$ cat config.mk
export PLATFORM = sky130hd
export DESIGN_NAME = ps2_scancode_tracker
export DESIGN_NICKNAME = d
export VERILOG_FILES = /design/src/rtl/ps2_scancode_tracker.sv
export SDC_FILE = /design/constraint.sdc
export NUM_CORES = 1
export LEC_CHECK = 0
export CAP_MARGIN = 25
export CORE_ASPECT_RATIO = 2
export CORE_MARGIN = 4
export CORE_UTILIZATION = 55
export DETAILED_ROUTE_END_ITERATION = 10
export GPL_TIMING_DRIVEN = 0
export HOLD_SLACK_MARGIN = 0.15
export PLACE_DENSITY_LB_ADDON = 0.15
export SLEW_MARGIN = 25
export SYNTH_ARGS = -nofsm -noshare
export SYNTH_HDL_FRONTEND = slang
export SYNTH_SLANG_ARGS = --single-unit
$ cat constraint.sdc
create_clock -name clk -period 10.07 [get_ports clk]
set_input_delay 2.5175 -clock clk [delete_from_list [all_inputs] [get_ports clk]]
set_output_delay 2.5175 -clock clk [all_outputs]
set_load 0.005 [all_outputs]
$ cat src/rtl/ps2_scancode_tracker.sv
// PS/2 set-2 byte decoder: pops receiver bytes, emits make/break events, tracks held key, presses, repeats.
// Latency: event and held/count update at t+1 after capture, repeat_led at t+2; pops at most one byte per 2 cycles.
module ps2_scancode_tracker #(
   parameter int HIST_DEPTH = 4,
   parameter int CNT_W      = 8
) (
   input  logic             clk,
   input  logic             rst,
   input  logic             clear,
   input  logic [7:0]       kb_data,
   input  logic             kb_ready,
   input  logic             kb_overflow,
   output logic             kb_nextdata_n,
   output logic             evt_valid,
   output logic [7:0]       evt_code,
   output logic             evt_ext,
   output logic             evt_break,
   output logic             held_valid,
   output logic [8:0]       held_code,
   output logic [CNT_W-1:0] press_cnt,
   output logic             repeat_led,
   output logic             ovf_sticky,
   output logic             proto_err
);

   localparam int FILL_W = $clog2(HIST_DEPTH + 1);
   localparam logic [7:0] B_E0 = 8'hE0;
   localparam logic [7:0] B_F0 = 8'hF0;

   typedef enum logic [1:0] {S_IDLE, S_E0, S_F0, S_E0F0} state_t;

   state_t            state_q, state_d;
   logic              capture;
   logic              soft_rst;
   logic              ev_make, ev_break, ev_ext, ev_err;
   logic [8:0]        ev_key;
   logic [8:0]        hist_q [HIST_DEPTH];
   logic [FILL_W-1:0] fill_q;
   logic              hist_same;

   assign capture  = kb_ready & kb_nextdata_n;
   assign soft_rst = rst | clear;
   assign ev_key   = {ev_ext, kb_data};

   always_comb begin
      state_d  = state_q;
      ev_make  = 1'b0;
      ev_break = 1'b0;
      ev_ext   = 1'b0;
      ev_err   = 1'b0;
      if (capture) begin
         case (state_q)
            S_IDLE: begin
               if (kb_data == B_E0)      state_d = S_E0;
               else if (kb_data == B_F0) state_d = S_F0;
               else                      ev_make = 1'b1;
            end
            S_E0: begin
               if (kb_data == B_F0)      state_d = S_E0F0;
               else if (kb_data != B_E0) begin
                  ev_make = 1'b1;
                  ev_ext  = 1'b1;
                  state_d = S_IDLE;
               end
            end
            S_F0, S_E0F0: begin
               state_d = S_IDLE;
               if (kb_data == B_E0 || kb_data == B_F0) begin
                  ev_err = 1'b1;
               end else begin
                  ev_break = 1'b1;
                  ev_ext   = (state_q == S_E0F0);
               end
            end
            default: state_d = S_IDLE;
         endcase
      end
   end

   always_comb begin
      hist_same = 1'b1;
      for (int i = 1; i < HIST_DEPTH; i++) begin
         if (hist_q[i] != hist_q[0]) hist_same = 1'b0;
      end
   end

   // The pop strobe ignores clear: a byte taken during clear must still leave the receiver FIFO.
   always_ff @(posedge clk) begin
      if (rst) kb_nextdata_n <= 1'b1;
      else     kb_nextdata_n <= ~capture;
   end

   always_ff @(posedge clk) begin
      if (soft_rst) begin
         state_q    <= S_IDLE;
         evt_valid  <= 1'b0;
         evt_code   <= 8'h00;
         evt_ext    <= 1'b0;
         evt_break  <= 1'b0;
         held_valid <= 1'b0;
         held_code  <= 9'h000;
         press_cnt  <= '0;
         repeat_led <= 1'b0;
         ovf_sticky <= 1'b0;
         proto_err  <= 1'b0;
         fill_q     <= '0;
         for (int i = 0; i < HIST_DEPTH; i++) hist_q[i] <= 9'h000;
      end else begin
         state_q    <= state_d;
         evt_valid  <= ev_make | ev_break;
         repeat_led <= (fill_q == FILL_W'(HIST_DEPTH)) && hist_same;
         if (kb_overflow) ovf_sticky <= 1'b1;
         if (ev_err)      proto_err  <= 1'b1;
         if (ev_make | ev_break) begin
            evt_code  <= kb_data;
            evt_ext   <= ev_ext;
            evt_break <= ev_break;
         end
         if (ev_make) begin
            if ((!held_valid || ev_key != held_code) && press_cnt != {CNT_W{1'b1}})
               press_cnt <= press_cnt + CNT_W'(1);
            held_code  <= ev_key;
            held_valid <= 1'b1;
            hist_q[0]  <= ev_key;
            for (int i = 1; i < HIST_DEPTH; i++) hist_q[i] <= hist_q[i-1];
            if (fill_q != FILL_W'(HIST_DEPTH)) fill_q <= fill_q + FILL_W'(1);
         end
         if (ev_break) begin
            fill_q <= '0;
            if (held_valid && ev_key == held_code) held_valid <= 1'b0;
         end
      end
   end

endmodule

Yosys cells after proc, flatten, opt, wreduce, memory -nomap -nowiden
Memories as Yosys holds them, arrays and structs flattened. Index checks and enable logic that the tools add are counted.

Memories kept: 1. Bits of input ports: 13. Output and inout port bits: 33. Logic and storage cells: 87. Bits in registers: 38. Bits in writable memories: 36.

Memories: hist_q (words 4, width 9, rd ports 4, clocked after memory_dff 0, write ports 4, line 37) `logic [8:0] hist_q [HIST_DEPTH];`.

Equal/unequal tests: 16. Bitwise gates (word level): 8. Reductions and logical operators: 12. Mux-type cells: 35. Add/subtract/negate cells: 2.

Operators by type and width (number): $mux 9 (4); $ne 9x9->1 (4); $mux 1 (24); $eq 8x8->1 const B (2); $ne 8x8->1 const B (2); $eq 9x9->1 (1); $ne 3x3->1 const B (3); $add 8x1->8 const B (1); $mux 2 (4); $or 1x1->1 (6); $pmux 2 s3 (1); $eq 2x2->1 const B (2); $pmux 1 s2 (2); $reduce_and 2->1 (2); $reduce_or 2->1 (2); $add 3x1->3 const B (1); $eq 3x3->1 const B (1); $logic_and 1x1->1 (3); $reduce_and 3->1 (1); $eq 2x1->1 const B (1); $logic_not 2->1 (1); $logic_or 1x1->1 (2); $and 1x1->1 (1); $logic_not 1->1 (1); $not 1->1 (1).

Depth between registers and ports, before layout
Word-level depth: 9. Depth in mapped cells: 6. Mapped depth without buffers: 6.

Worst setup path after synthesis
Ideal clock, no wire load.

Path kind: input to register. Start: input kb_data[6]. End: memory hist_q[0][0], enable pin. Data required time: 9.591 ns. Setup time: 0.479 ns. Stages: 5. Arrival time: 5.636 ns. Buffers on the path: 1. Slack: 3.955 ns. Path through: nor4bb_2 > nand2_1 > nand2_1 > buf_2 > o21ai_0.

RTL lines: start, declared (line 10) `input logic [7:0] kb_data,`; end, declared (line 37).

==> flow_summary.yaml <==
clock_network:
  cts_tree: "done"
  cts.sinks: 74
  cts_root_buf: "clkbuf_16"
  cts-resized-gates: 0
  worst_skew_pair.late_latency_ps: 330
  cts_setup_buffers: 0
  h-tree-depth: 3
  cts.path.max_buffers: 2
  cts_buffers: 9
  path_clk_slew_ps: 50
  holdBufCountCts: 0
detailed_routing:
  drt-total-wl_um: 7335
  drtIter0Drc: 158
  drc: 0
  avgViaCountPerCell: 5.824
  ant_nets: 0
  vias: 2516
  first_pass_iters: 4
  wl_per_cell_um: 16.98
placed_design:
  dp_cells: 416
  dp_slack_ps: 4972
  placed_area_um2: 3747
  port_buffers: 45
  dpl.hpwl_um: 5413
  gp_congestion: 0.7932
timing:
  finalCriticalPeriod_ps: 4751
  drv_slew: 0
  setup_ws_ps: 5319
  relSlewSlack: 0.4216
  finalSetupViolations: 0
  rsz0062_at_grt: "false"
  clock_skew_ps: 3.956
  finalCritPeriodShare: 0.4718
  worst_pin_slew_ps: 867.5
  final-hold-violation-count: 0
  max_freq_ghz: 0.2105
  fin_tns_setup_ps: 0
  holdWs_ps: 459.2
yosys:
  syn-num-nets: 325
  synthAdderAreaFrac: 0.01175
  syn-mean-instance-area_um2: 10.34
  synth_edf_count: 36
  synthSimpleGateAreaFrac: 0.2315
  synthFlopType: "dfxtp_1"
  netlist-cell-type-count: 40
  synth_top_family_by_area: "simple AND/OR/NAND/NOR gates"
  yosysSeqAreaShare: 0.5766
  synthArstFlopShare: 0
  muxShareOfSynthArea: 0.003134
  synth_xor_area_frac: 0.04387
  synth_cells: 309
  ys_warn_count: 0
  syn_area_um2: 3194
  synth-seq-cells: 74
  synth_compound_area_frac: 0.1124
die:
  dieHeight_um: 115.8
  rows: 39
  die-area_um2: 7165
  fp.coreArea_um2: 5660
  io_pins: 46
  die_x_um: 61.89
  initial_core_util: 0.5643
finish:
  nets: 382
  fin_area_um2: 4003
  seq_area_um2: 1842
  fillers: 440
  diodes: 0
  post-route-util: 0.7071
  final-instance-count-excl-fill: 432
  drive_gt1_frac: 0.05930
  synthToLayoutAreaGrowth_pct: 25.30
  multi_input_area_um2: 1297
critical_path:
  end_kind: "flop"
  cp.arrival_ps: 4840
  start_kind: "input port"
  crit_type: "in2reg"
  crit_required_ps: 10160
  cp_max_fo: 22
global_routing:
  grt.total_usage: 0.2312
  antenna_found_initial: 0
  met3_usage: 0.05128
  use_met1: 0.2524
  grt_use_met2: 0.3912
  overflow: 0
  grt_pass1_wl_um: 12030
  grt-busiest-layer: "met2"
  grt_max_degree: 23
  first_global_vias: 2514
hold_path:
  hold_path_class: "reg2reg"
flow_run:
  maxCapViolations: 0
power_and_ir_drop:
  power.density_nw_per_um2: 165.5
  ir_worst_vdd_mv: 0.1486
  p_leak_nw: 1.466
  power.total_mw: 0.6626
run_status:
  status: "complete, no violations"
## metal layers
layer / routed length (um) / part of all wire / vias up
met5: 0 / 0 / -
met4: 298 / 0.041 / 0
met3: 280 / 0.038 / 20
met2: 4083 / 0.56 / 70
met1: 2674 / 0.36 / 1203
li1: - / - / 1223
## final cells by class
type	instances	share of cell area
Timing Repair Buffer	46	0.1163
Clock buffer	12	0.05908
Sequential cell	74	0.4601
Inverter	4	0.003751
Clock inverter	4	0.004689
Tap cell	61	0.01907
Buffer	13	0.01282
Multi-Input combinational cell	218	0.3242
## worst max-delay path: stages
cell and delay, ps:
clkdlybuf4s50_1 590, nor4bb_2 560, nand2_1 180, nand2_1 180, buf_2 290, o21ai_4 240
buf_8 270
## where the power goes
group	leakage [nW]	switching [mW]	internal (mW)
Combinational	0.615	0.0277	0.0226
Clock	0.128	0.113	0.165
Sequential	0.723	0.00808	0.327
## Yosys cell counts, types with 3 or more instances
| cell | number | share of area |
|---|---|---|
| nor2_1 | 12 | 0.014 |
| clkbuf_1 | 11 | 0.013 |
| inv_1 | 4 | 0.0047 |
| or3_1 | 9 | 0.018 |
| and2_1 | 36 | 0.071 |
| dfxtp_1 | 38 | 0.24 |
| nand2_1 | 38 | 0.045 |
| nor4_1 | 5 | 0.0098 |
| nor3_1 | 6 | 0.0094 |
| a21oi_1 | 28 | 0.044 |
| or4_1 | 4 | 0.0094 |
| ha_1 | 3 | 0.012 |
| xor2_1 | 6 | 0.016 |
| o21ai_0 | 17 | 0.027 |
| nand4_1 | 6 | 0.012 |
| and3_1 | 4 | 0.0078 |
| edfxtp_1 | 36 | 0.34 |
| nand3_1 | 11 | 0.017 |
| xnor2_1 | 10 | 0.027 |
## placed cells by master (no fill, tap or decap), types with 2 or more instances in the layout
cell type | synthesis | layout
a21oi_1 | 28 | 28
a22oi_1 | 2 | 2
a31oi_1 | 2 | 2
and2_1 | 36 | 36
and3_1 | 4 | 4
buf_2 | 2 | 2
clkbuf_1 | 11 | 14
clkbuf_16 | 0 | 9
clkdlybuf4s50_1 | 0 | 45
clkinv_2 | 0 | 3
dfxtp_1 | 38 | 38
edfxtp_1 | 36 | 36
ha_1 | 3 | 3
inv_1 | 4 | 4
nand2_1 | 38 | 38
nand3_1 | 11 | 11
nand4_1 | 6 | 6
nor2_1 | 12 | 12
nor3_1 | 6 | 6
nor4_1 | 5 | 5
o21ai_0 | 17 | 16
o221a_2 | 2 | 2
or3_1 | 9 | 9
or4_1 | 4 | 4
xnor2_1 | 10 | 10
xor2_1 | 6 | 6
## path summary, 6_finish.rpt
check | startpoint | end | slack (ps) | depth (start not counted)
worst min register to register | evt_code[3]$_SDFFE_PP0P_ | evt_code[3]$_SDFFE_PP0P_ | 460 | 2
worst max register to register | kb_nextdata_n$_SDFF_PP1_ | hist_q[0][34]$_SDFFCE_PN0P_ | 7760 | 5
worst min-delay path | evt_code[3]$_SDFFE_PP0P_ | evt_code[3]$_SDFFE_PP0P_ | 460 | 2
worst max-delay path | kb_data[5] | hist_q[0][30]$_SDFFCE_PN0P_ | 5320 | 7
## cells by family after synthesis
family                     after synthesis
and+or+nand+nor                        138
AOI/OAI and AO/OA                       60
muxes                                    1
xor gates and xnor gates                16
buffers and inverters                   17
adders and majority gates                3
DFF                                     74
## registers in the layout, indices dropped and copies added (netlist names), 2 cells and up
register and flops:
press_cnt 8, held_code 9, state_q 2, evt_code 8, fill_q 3, hist_q 36
(Power assumes the default switching activity.)
